## src/rtl/run_length_detector.sv

```systemverilog
// run_length_detector: flags runs of RUN_LEN equal bits on w, with polarity select and a saturating hit count
module run_length_detector #(
    parameter int RUN_LEN = 4,
    parameter int CNT_W   = 8,
    parameter int OVERLAP = 1
) (
    input  logic                          clk,
    input  logic                          reset,
    input  logic                          w,
    input  logic                          en,
    input  logic [1:0]                    mode,
    input  logic                          clear_count,
    output logic [$clog2(RUN_LEN+1):0]    state,
    output logic                          z,
    output logic                          hit,
    output logic [CNT_W-1:0]              match_count
);
    localparam int CW = $clog2(RUN_LEN + 1);
    localparam logic [CW-1:0] FULL = CW'(RUN_LEN);
    localparam logic [CW-1:0] ONE  = CW'(1);

    logic [CW-1:0]    r_q, r_d, r_s;
    logic             p_q, p_d;
    logic             hit_q, hit_d;
    logic [CNT_W-1:0] cnt_q, cnt_d;

    function automatic logic qual(input logic [1:0] m, input logic pol);
        return (m == 2'b00 && pol) || (m == 2'b01 && !pol) || (m == 2'b10);
    endfunction

    // Next run length on a sample, hit detection and saturating count update
    always_comb begin
        r_s   = (r_q == '0 || w != p_q) ? ONE :
                (r_q != FULL)           ? r_q + ONE :
                (OVERLAP != 0)          ? FULL : ONE;
        hit_d = en && r_s == FULL && qual(mode, w);
        r_d   = en ? r_s : r_q;
        p_d   = en ? w : p_q;
        cnt_d = clear_count              ? '0 :
                (hit_d && cnt_q != '1)   ? cnt_q + 1'b1 : cnt_q;
    end

    // Run state, hit pulse and count registers; reset discards any run in progress
    always_ff @(posedge clk or negedge reset) begin
        if (!reset) begin
            r_q   <= '0;
            p_q   <= 1'b0;
            hit_q <= 1'b0;
            cnt_q <= '0;
        end else begin
            r_q   <= r_d;
            p_q   <= p_d;
            hit_q <= hit_d;
            cnt_q <= cnt_d;
        end
    end

    assign z           = r_q == FULL && qual(mode, p_q);
    assign state       = {p_q, r_q};
    assign hit         = hit_q;
    assign match_count = cnt_q;
endmodule

```

## config.mk

```make
export PLATFORM = sky130hd
export DESIGN_NAME = run_length_detector
export DESIGN_NICKNAME = d
export VERILOG_FILES = /design/src/rtl/run_length_detector.sv
export SDC_FILE = /design/constraint.sdc
export NUM_CORES = 1
export LEC_CHECK = 0
export CAP_MARGIN = 20
export CORE_MARGIN = 5
export CORE_UTILIZATION = 50
export CTS_BUF_LIST = sky130_fd_sc_hd__clkbuf_8
export DETAILED_ROUTE_END_ITERATION = 6
export PLACE_DENSITY = 0.9
export SETUP_SLACK_MARGIN = 0.02
export SYNTH_ARGS = -nofsm -noshare
export SYNTH_HDL_FRONTEND = slang
export SYNTH_SLANG_ARGS = --single-unit
```

## constraint.sdc

```tcl
create_clock -name clk -period 5.9 [get_ports clk]
set_input_delay 1.18 -clock clk [delete_from_list [all_inputs] [get_ports clk]]
set_output_delay 1.18 -clock clk [all_outputs]
set_load 0.005 [all_outputs]
```

Word level (Yosys, flattened, before mapping) --
Index checks and enable logic that the tools add are counted. Widths: inputs -> output; s select.
Storage, ports and cells: flip-flop bits (word level) 13, input port bits 7, output and inout port bits 14, logic and storage cells 35
Cells by class: add/subtract/negate cells 2, eq/ne operators 7, multiplexer cells 4, reduce and logical (&&, ||, !) cells 18
Operators with widths (number):
- $mux 8 | 2
- $add 8x1->8 const B | 1
- $logic_and 1x1->1 | 8
- $ne 8x8->1 const B | 1
- $eq 3x3->1 const B | 2
- $mux 3 | 2
- $logic_or 1x1->1 | 5
- $add 3x1->3 const B | 1
- $logic_not 3->1 | 1
- $ne 3x3->1 const B | 1
- $eq 2x1->1 const B | 1
- $eq 2x2->1 const B | 1
- $logic_not 1->1 | 2
- $logic_not 2->1 | 1
- $reduce_bool 2->1 | 1
- $ne 1x1->1 | 1

Logic depth before layout (Yosys ltp) --
depth after elaboration 9, gate-level depth with buffers 7, gate-level depth less buffers 7

Worst setup path after synthesis --
OpenSTA, ideal clock, no wires.
kind input-to-output, start point in mode[1], end point out z, arrival 1.511 ns, required time 4.720 ns, path slack 3.209 ns, cell stages on the path 3, path buffers 0, path through nor2_1 > xor2_1 > nor3_1
On the way: cells in the longest elaborated chain, start to end 5, elaborated cells between the ends (all ways) 8, classes of those cells 2 x eq/ne; 6 x reduce/logical
RTL lines:
- start, declared | line 11 | input logic [1:0] mode,
- $eq 2x1->1 or $logic_not 2->1 (tied branches) | line 28 | return (m == 2'b00 && pol) || (m == 2'b01 && !pol) || (m == 2'b10);
- $logic_and 1x1->1 | line 28
- $logic_or 1x1->1 | line 28
- $logic_or 1x1->1 (*) | line 28
- $logic_and 1x1->1 (*) | line 58 | assign z = r_q == FULL && qual(mode, p_q);
- end, declared | line 14 | output logic z,
Every way passes the cells marked *; elsewhere a longest branch is shown, timed or not.

Worst setup path after layout --
Same ends and word-level chain as after synthesis.

==> out/metrics.yaml <==
critPathMaxFanout: 3
synth_area_leaders: "dfrtp_1, ha_1, xnor2_4, inv_1, a21oi_1"
n_fill_cell: 112
cts_setup_buffers: 0
diodes: 0
p_leak_nw: 0.4369
path_common_cell: "clkdlybuf4s50_1"
postSynth.asyncResetShare_pct: 100.0
syn2layout_area_growth_pct: 32.53
slew_violations: 0
cts_tree: "done"
nets: 109
worst_pin_slew_ns: 0.5707
ys.flop_type: "dfrtp_1"
fin_tns_setup_ns: 0
yosysWarnings: 0
dpl-instance-area_um2: 989.7
skew_ns: 0.002693
dieArea_um2: 2452
cts_root_buffer: "clkbuf_8"
dp_slack_ns: 2.183
drtIter0Drc: 12
setup.worst_path.start_class: "input pin"
grt_usage_pct: 15.24
syn_area_um2: 780.7
wl_per_cell_um: 15.17
ant_nets: 0
synth-seq-cells: 13
crit_family: "buffers and inverters"
via_per_inst: 5.807
num_io_pins: 21
vdd_drop_max_v: 0.0001675
synth_top_area_share_pct: 41.67
clkSlewWorstSetupHoldPaths_ns: 0.06
synth_cell_types: 32
initial_core_util_pct: 52.44
coreArea_um2: 1489
cts_made_buffers: 3
setup_viol: 0
grt_start_max_net_pins: 14
path_cells: "clkdlybuf4s50_1, nor2_1, xor2_1, nor3_1, clkdlybuf4s50_1"
synthesis.instances: 76
finalHoldViolations: 0
grt_pass1_wl_mm: 2.973
avgSynthCellArea_um2: 10.27
grt.overflow.total: 0
die_w_um: 49.52
critPathRequiredTime_ns: 4.72
cp-end-kind: "primary output"
gp_routability_congestion: 0.8013
synth_seq_area_share_pct: 41.67
yosysTopAreaCell: "dfrtp_1"
cts_resized: 0
synth_nets: 86
drv_cap: 0
routed_wl_mm: 1.729
firstDrtPassIters: 2
htree_levels: 1
clockBufferDepth: 2
ctsHoldBuffers: 0
synth_edf_count: 0
design_area_um2: 1035
vias: 662
rsz0062_at_grt: "false"
drc: 0
path_class: "in2out"
clkLatencyLatePin_ns: 0.24
rows: 14
final_layout_size_suffix_gt1_share_pct: 11.22
power_density_nw_per_um2: 285.4
period_share_pct: 63.08
die_h_um: 49.52
slew_headroom_pct: 61.84
cp_num_buf_inv: 2
hold_class: "reg2reg"
fmax_mhz: 268.7
grt_pass1_vias: 672
crit_path_top_delay_cell: "clkdlybuf4s50_1"
finalCriticalPeriod_ns: 3.722
setup_ws_ns: 2.178
outcome: "finished clean"
port_buffers: 20
cp.arrival_ns: 2.54
antenna_found_initial: 0
clkSinkCount: 13
hpwl_mm: 1.318
critPathMaxStageDelay_ns: 0.52
-- worst min-delay path: stages, from the launching register on --
cell,delay [ns]
dfrtp_1,0.42
o31ai_1,0.08
a21oi_1,0.06
-- routing by layer --
metal  GRT usage, %  up-vias  wire [µm]
met5              0        -          0
met4          4.367        0          0
met3          3.614        0        103
met2          28.97       17        899
met1          16.35      326        727
li1               -      319          -
-- per-stage QoR --
stage          hold WS (ns)  power, mW  utilization [%]  cells
4_1_cts              0.5895     0.2997            69.50    114
2_1_floorplan        0.5482     0.1825                -     76
5_1_grt              0.6132     0.3119            69.50    114
3_5_place_dp         0.5768     0.2215            66.47    110
6_report             0.5961     0.2953            69.50    114
3_3_place_gp         0.5677     0.2159            66.47    110
-- cell type report --
type	count	area, µm²	area share (%)
Clock buffer	3	41.29	3.990
Clock inverter	1	3.754	0.3628
Inverter	7	26.28	2.539
Multi-Input combinational cell	54	417.9	40.39
Sequential cell	13	325.3	31.44
Tap cell	16	20.02	1.935
Timing Repair Buffer	20	200.2	19.35
-- where the power goes --
part / switching, mW / total (mW) / internal [mW]
clock network: 0.0310 / 0.0769 / 0.0459
logic: 0.0548 / 0.110 / 0.0551
registers: 0.00996 / 0.109 / 0.0986
-- logic make-up (layout without fill, tap and decap cells) --
kind of cell             after synthesis  after routing  synth area share [%]
AND/OR/NAND/NOR                       28             28                 24.84
AO/OA/AOI/OAI                         16             16                 12.98
flip-flops                            13             13                 41.67
buffers and inverters                  9             31                 4.808
XOR/XNOR                               4              4                 6.892
adder cells (fa/ha/maj)                3              3                 4.808
multiplexers                           3              3                 4.006
-- Yosys cell counts (all sizes together), types with 3 or more instances --
cell   number
nand3       5
inv         7
o21ai       5
a21oi       5
nand2       4
ha          3
nand4       3
dfrtp      13
nor2        4
or3         3
-- state kept, by name, summed over array words and instances, names as in the netlist --
name,flops
hit,1
match_count,8
p_q,1
r_q,3
-- worst paths after layout --
kind / start / to / slack, ns / depth (start not counted)
max: mode[1] / z / 2.18 / 5
min: match_count[5]$_DFFE_PN0P_ / match_count[5]$_DFFE_PN0P_ / 0.60 / 2
max reg2reg: r_q[0]$_DFFE_PN0P_ / match_count[5]$_DFFE_PN0P_ / 3.67 / 6
min reg2reg: match_count[5]$_DFFE_PN0P_ / match_count[5]$_DFFE_PN0P_ / 0.60 / 2
max in group asynchronous: reset / r_q[2]$_DFFE_PN0P_ / 4.22 / 1
min in group asynchronous: reset / match_count[1]$_DFFE_PN0P_ / 1.31 / 1
-- placed cells by master (no fill, tap or decap), types with 2 or more instances in the layout --
cell type and instances:
a21oi_1 5, clkbuf_8 3, clkdlybuf4s50_1 20, dfrtp_1 13
ha_1 3, inv_1 8, mux2i_1 2, nand2_1 4
nand3_1 4, nand4_1 2, nor2_1 4, nor3_1 2
o21ai_0 5, or3_2 3, or4_1 2, xor2_1 2
Note: power is estimated with default switching activity, not from simulation.
